**config.mk**
```make
export PLATFORM = sky130hd
export DESIGN_NAME = stream_mux_rr
export DESIGN_NICKNAME = d
export VERILOG_FILES = /design/src/rtl/stream_mux_rr.sv
export SDC_FILE = /design/constraint.sdc
export NUM_CORES = 1
export LEC_CHECK = 0
export BUFFER_PORTS_ARGS = -buffer_cell sky130_fd_sc_hd__buf_2
export CORE_MARGIN = 2
export CORE_UTILIZATION = 48
export CTS_BUF_LIST = sky130_fd_sc_hd__clkbuf_2
export CTS_CLUSTER_SIZE = 14
export DETAILED_ROUTE_END_ITERATION = 12
export GPL_TIMING_DRIVEN = 0
export PLACE_DENSITY = 0.91
export SLEW_MARGIN = 15
export SYNTH_ARGS = -nofsm -noshare
export SYNTH_HDL_FRONTEND = slang
export SYNTH_SLANG_ARGS = --single-unit
```
**constraint.sdc**
```tcl
create_clock -name clk -period 3.7 [get_ports clk]
set_input_delay 0.555 -clock clk [delete_from_list [all_inputs] [get_ports clk]]
set_output_delay 0.555 -clock clk [all_outputs]
set_load 0.02 [all_outputs]
```
**src/rtl/stream_mux_rr.sv**
```systemverilog
// NCH:1 stream multiplexer with a registered output; fixed-select or round-robin grant.
// Define STREAM_MUX_LOCK_EN to add in_last/out_last and hold the grant until a packet ends.
module stream_mux_rr #(
  parameter int WIDTH = 16,
  parameter int NCH   = 4,
  parameter int SELW  = $clog2(NCH)
) (
  input  logic                 clk,
  input  logic                 rst,
  input  logic                 mode,
  input  logic [SELW-1:0]      sel,
  input  logic [NCH*WIDTH-1:0] in_data,
  input  logic [NCH-1:0]       in_valid,
  output logic [NCH-1:0]       in_ready,
`ifdef STREAM_MUX_LOCK_EN
  input  logic [NCH-1:0]       in_last,
  output logic                 out_last,
`endif
  output logic [WIDTH-1:0]     out_data,
  output logic [SELW-1:0]      out_ch,
  output logic                 out_valid,
  input  logic                 out_ready
);

  localparam int unsigned NCHU = NCH;

  logic [SELW-1:0]  rr_ptr;
  logic [SELW-1:0]  gnt;
  logic             gnt_vld;
  logic [SELW-1:0]  rr_nxt;
  logic [WIDTH-1:0] gnt_data;
  logic             space;
  logic             xfer;
  int unsigned      idx;
  logic [SELW-1:0]  idx_s;

`ifdef STREAM_MUX_LOCK_EN
  logic             lock;
  logic [SELW-1:0]  lock_ch;
`endif

  assign space  = !out_valid || out_ready;
  assign xfer   = !rst && space && gnt_vld;
  assign rr_nxt = (gnt == SELW'(NCH - 1)) ? '0 : gnt + SELW'(1);

  always_comb begin
    gnt     = '0;
    gnt_vld = 1'b0;
    idx     = 0;
    idx_s   = '0;
`ifdef STREAM_MUX_LOCK_EN
    if (lock) begin
      gnt     = lock_ch;
      gnt_vld = in_valid[lock_ch];
    end else
`endif
    if (!mode) begin
      // Out-of-range select simply grants nothing.
      if (int'(sel) < NCH) begin
        gnt     = sel;
        gnt_vld = in_valid[sel];
      end
    end else begin
      for (int unsigned k = 0; k < NCHU; k++) begin
        idx = k + 32'(rr_ptr);
        if (idx >= NCHU) idx = idx - NCHU;
        idx_s = SELW'(idx);
        if (!gnt_vld && in_valid[idx_s]) begin
          gnt     = idx_s;
          gnt_vld = 1'b1;
        end
      end
    end
  end

  always_comb begin
    gnt_data = '0;
    for (int unsigned i = 0; i < NCHU; i++) begin
      if (SELW'(i) == gnt) gnt_data = in_data[i*WIDTH +: WIDTH];
    end
  end

  always_comb begin
    in_ready = '0;
    if (xfer) in_ready[gnt] = 1'b1;
  end

  always_ff @(posedge clk) begin
    if (rst) begin
      out_valid <= 1'b0;
      out_data  <= '0;
      out_ch    <= '0;
      rr_ptr    <= '0;
`ifdef STREAM_MUX_LOCK_EN
      out_last  <= 1'b0;
      lock      <= 1'b0;
      lock_ch   <= '0;
`endif
    end else if (xfer) begin
      out_valid <= 1'b1;
      out_data  <= gnt_data;
      out_ch    <= gnt;
`ifdef STREAM_MUX_LOCK_EN
      out_last  <= in_last[gnt];
      lock      <= !in_last[gnt];
      lock_ch   <= gnt;
      // Pointer moves only at packet boundaries so packets never interleave.
      if (mode && in_last[gnt]) rr_ptr <= rr_nxt;
`else
      if (mode) rr_ptr <= rr_nxt;
`endif
    end else if (out_ready) begin
      out_valid <= 1'b0;
    end
  end

endmodule

```
* Word level (Yosys, flattened, before mapping)
Index checks and enable logic that the tools add are counted.
Storage, ports and cells: output and inout bits 23, word-level logic and storage cells 83, register bits after elaboration 21
Cells by class: mux-type cells 41, eq/ne operators 4, reductions and logical operators 15, order comparisons 11, add/sub/neg operators 8
Operator list (count):
- 16-bit two-way mux | 4
- 2-bit two-way mux | 14
- 2-bit by 3-bit < comparator with 1-bit output (second input constant) | 6
- 1-bit two-way mux | 16
- 1-bit binary-select mux with 2-bit select | 5
- 3-bit greater-or-equal comparator (second input constant) | 3
- 2-bit by 1-bit subtractor with 2-bit output (second input constant) | 4
- 2-bit by 2-bit adder with 3-bit output (first input constant) | 2
- 1-bit logical AND | 6
- 1-bit zero test | 5
- 2-bit == test (first input constant) | 2
- 4-bit two-way mux | 1
- 1-bit by 2-bit adder with 3-bit output (first input constant) | 1
- 2-bit by 3-bit greater-or-equal comparator with 1-bit output (second input constant) | 1
- 2-bit by 1-bit adder with 2-bit output (second input constant) | 1
- 1-bit demux with 2-bit select | 1
- 1-bit by 2-bit == test with 1-bit output (first input constant) | 1
- 2-bit == test (second input constant) | 1
- 2-bit by 1-bit greater-or-equal comparator with 1-bit output (second input constant) | 1
- 2-bit zero test | 1
- 2-bit AND reduction | 1
- 2-bit nonzero test | 1
- 1-bit logical OR | 1

* Longest topological paths before layout
word-level depth 24, mapped depth 11, depth with buffers taken out 9

* Worst setup path after synthesis
OpenSTA, ideal clock, no wires.
kind in2out, from in in_valid[1], to out in_ready[0], data required time 3.145 ns, stages on the path 7, arrival 2.204 ns, buffers on the path 2, slack 0.941 ns, cell sequence or3b_2 > o221ai_1 > o21a_1 > ha_1 > clkbuf_1 > clkbuf_1 > and3_1
Between the ends: longest elaborated chain between the ends 21
RTL lines:
- from (decl) | RTL line 13 | input logic [NCH-1:0] in_valid,
- 1-bit binary-select mux with 2-bit select | RTL line 68 | if (!gnt_vld && in_valid[idx_s]) begin
- 1-bit two-way mux (not written as such) | RTL line 68
- 1-bit two-way mux | RTL line 68
- 1-bit two-way mux | RTL line 57 | if (!mode) begin
- 1-bit zero test | RTL line 68
- 1-bit logical AND | RTL line 68
- 1-bit two-way mux | RTL line 68
- 1-bit two-way mux | RTL line 57
- [5 not listed]
- 1-bit logical AND | RTL line 68
- 2-bit two-way mux | RTL line 68
- 2-bit two-way mux | RTL line 57
- 2-bit by 3-bit < comparator with 1-bit output (not written as such) / 2-bit by 1-bit greater-or-equal comparator with 1-bit output (equally long branches) | RTL line 85 | if (xfer) in_ready[gnt] = 1'b1;
- 1-bit logical AND (not written as such) | RTL line 85
- 1-bit two-way mux (not written as such) | RTL line 85
- 1-bit demux with 2-bit select | RTL line 85
- 4-bit two-way mux * | RTL line 85
- to (decl) | RTL line 14 | output logic [NCH-1:0] in_ready,
Mark *: on every way between the ends. The rest lies on a longest branch, timed or not. The select of a mux whose other input is x is not followed.

* Worst setup path after layout
from reg rr_ptr[1], to out in_ready[0]
Between the ends: longest elaborated chain between the ends 24
RTL lines:
- from (decl) | RTL line 27 | logic [SELW-1:0] rr_ptr;
- from (signal assigned) | RTL line 110 | if (mode) rr_ptr <= rr_nxt;
- 2-bit by 3-bit greater-or-equal comparator with 1-bit output / 2-bit by 1-bit subtractor with 2-bit output (equally long branches) | RTL line 66 | if (idx >= NCHU) idx = idx - NCHU;
- 2-bit two-way mux | RTL line 66
- 2-bit two-way mux | RTL line 57
- 1-bit binary-select mux with 2-bit select | RTL line 68
- 1-bit two-way mux (not written as such) | RTL line 68
- 1-bit two-way mux | RTL line 68
- 1-bit two-way mux | RTL line 57
- 1-bit zero test | RTL line 68
- [8 not listed]
- 1-bit logical AND | RTL line 68
- 2-bit two-way mux | RTL line 68
- 2-bit two-way mux | RTL line 57
- 2-bit by 3-bit < comparator with 1-bit output (not written as such) / 2-bit by 1-bit greater-or-equal comparator with 1-bit output (equally long branches) | RTL line 85
- 1-bit logical AND (not written as such) | RTL line 85
- 1-bit two-way mux (not written as such) | RTL line 85
- 1-bit demux with 2-bit select | RTL line 85
- 4-bit two-way mux * | RTL line 85
Marks and branches as above.

==> out/metrics.yaml <==
r2r_slack_ns: 0.87
finClkSkew_ns: 0.005634
start_kind: "flop"
synth_edf_count: 0
final_cell_area_um2: 2115
antenna_found_initial: 0
clk_latency_ns: 0.33
hold_violations: 0
dr.pass1.iters: 4
antenna_left: 0
layout_common_cells: "96 x buf_2, 49 x a21oi_1, 21 x dfxtp_1"
syn_inst: 211
num_vias: 1945
hold_slack_ns: 0.4869
syn_nets: 289
die_w_um: 60.99
num_rows: 20
vias_per_cell: 5.479
cp-endpoint: "in_ready[0]"
syn_avg_cell_area_um2: 7.389
drv_cap: 0
critPathCaptureType: "output pin"
ys.flop_type: "dfxtp_1"
dieArea_um2: 3720
yosys_warnings: 0
wl_per_cell_um: 14.33
postPlaceCellArea_um2: 2095
finalSetupTns_ns: 0
ioPinCount: 97
drt-total-wl_um: 5088
startpoint: "rr_ptr[1]$_SDFFE_PP0P_"
synth_seq_cells: 21
critPathArrivalTime_ns: 2.86
p_leak_uw: 0.001039
cts-htree-levels: 1
cts_tree: "built"
status: "finished, final reports clean"
numCtsBuffers: 3
fin_crit_sh_pct: 92.18
gp_congestion: 0.8618
portBuffers: 96
hold_start: "out_ch[0]$_SDFFE_PP0N_"
drtIter0Drc: 122
final_max_slew_viol_count: 0
holdBufCountCts: 0
fill_cells: 290
syn_area_um2: 1559
grt_max_degree: 13
path_clk_slew_ns: 0.21
cts_sinks: 21
drc: 0
power_density_nw_per_um2: 309.1
grt_pass1_vias: 1737
cts_resized: 0
clockBufferDepth: 2
start_util_pct: 50.65
worst-endpoint-required_ns: 3.14
clock-root-buffer: "clkbuf_2"
period_needed_ns: 3.411
hold_class: "flop to flop"
r2r_end: "out_data[5]$_SDFFE_PP0N_"
antennaDiodeCount: 0
r2r_start: "rr_ptr[1]$_SDFFE_PP0P_"
cts_setup_buffers: 0
nNetsFinal: 390
total_power_uw: 653.5
relSlewSlack_pct: 59.49
dpl.hpwl_um: 3878
track_usage_pct: 26.90
grt-ovfl-total: 0
worstPathMaxFanout: 10
drive_above_1_share_pct: 36.98
core_um2: 3078
ys_types: 29
grt_setup_unrepaired: "false"
setup_violations: 0
fmax_ghz: 0.2932
crit_type: "flop to output pin"
worst_pin_slew_ns: 0.6077
area_growth_pct: 35.63
peakVddDrop_uv: 151.8
die_height_um: 60.99
grt_pass1_wl_um: 7514
r2r_cells: 10
async_flop_share_pct: 0
seq_area_frac_synth_pct: 26.97
final_common_cell: "buf_2"
## cell type report
cell class,instances,area (µm²),share of cell area (%)
multi-input combinational,149,969.7,45.86
timing repair buffer,96,480.5,22.72
clock buffer,3,15.01,0.7101
tap,44,55.05,2.604
inverter,20,75.07,3.550
clock inverter,1,5.005,0.2367
sequential,21,420.4,19.88
buffer,21,93.84,4.438
## cell usage after synthesis (2+ instances only)
library cell	instances	area share [%]
and3_1	4	1.6
a21oi_1	49	16
clkbuf_1	18	4.3
inv_1	20	4.8
nor2b_1	2	0.80
nand2b_1	3	1.2
nand2_1	19	4.6
nor2_1	3	0.72
a211oi_2	10	8.0
o21ai_0	16	5.1
mux2i_1	5	3.2
dfxtp_1	21	27
a211oi_1	6	2.9
buf_6	2	1.4
ha_1	4	3.2
a22oi_1	16	7.7
## critical path: stages (launching register included)
cell	delay (ns)
dfxtp_1	0.40
or3b_2	0.48
o221ai_1	0.12
o21a_1	0.24
ha_1	0.16
clkbuf_1	0.32
clkbuf_1	0.42
and3_1	0.22
buf_2	0.16
## per-layer routing
layer	global-route usage, %	vias up	part of all wire [%]	routed length (µm)
met4	5.590	0	0.67	34
li1	-	958	-	-
met2	49.00	93	50	2542
met3	2.772	7	7.2	366
met1	34.29	887	42	2145
met5	0	-	0	0
## worst min-delay path by stage
stage / end / slack, ns / depth (start not counted)
finish: out_ch[0]$_SDFFE_PP0N_ / 0.49 / 2
detailed placement: out_ch[1]$_SDFFE_PP0N_ / 0.47 / 2
global placement: out_ch[0]$_SDFFE_PP0N_ / 0.46 / 2
CTS: out_ch[0]$_SDFFE_PP0N_ / 0.49 / 2
global route: out_ch[1]$_SDFFE_PP0N_ / 0.53 / 2
floorplan: rr_ptr[0]$_SDFFE_PP0P_ / 0.50 / 2
## report_power, final
part           internal (µW)  switching, µW
registers                248           11.7
clock network           24.5           73.8
logic                    119            177
## stage by stage
step	std cells	util, %	worst slack [ns]
6_report	355	68.70	0.2893
5_1_grt	355	68.70	0.1294
4_1_cts	355	68.70	0.3087
3_5_place_dp	351	68.05	0.4083
3_3_place_gp	351	68.05	0.4325
2_1_floorplan	211	-	0.9411
## sequential cells by signal, indices dropped and copies added, names as in the netlist
register and count:
rr_ptr 2, out_valid 1, out_data 16, out_ch 2
## kinds of logic (layout without fill, tap and decap cells)
| family | count (synthesis) | in the layout | share of synthesized area, % |
|---|---|---|---|
| adders and majority gates | 4 | 4 | 3.210 |
| and+or+nand+nor | 34 | 34 | 10.35 |
| AOI/OAI and AO/OA | 105 | 105 | 43.98 |
| DFF | 21 | 21 | 26.97 |
| buffers and inverters | 41 | 141 | 10.83 |
| muxes | 6 | 6 | 4.655 |
Note: power is estimated with default switching activity, not from simulation.
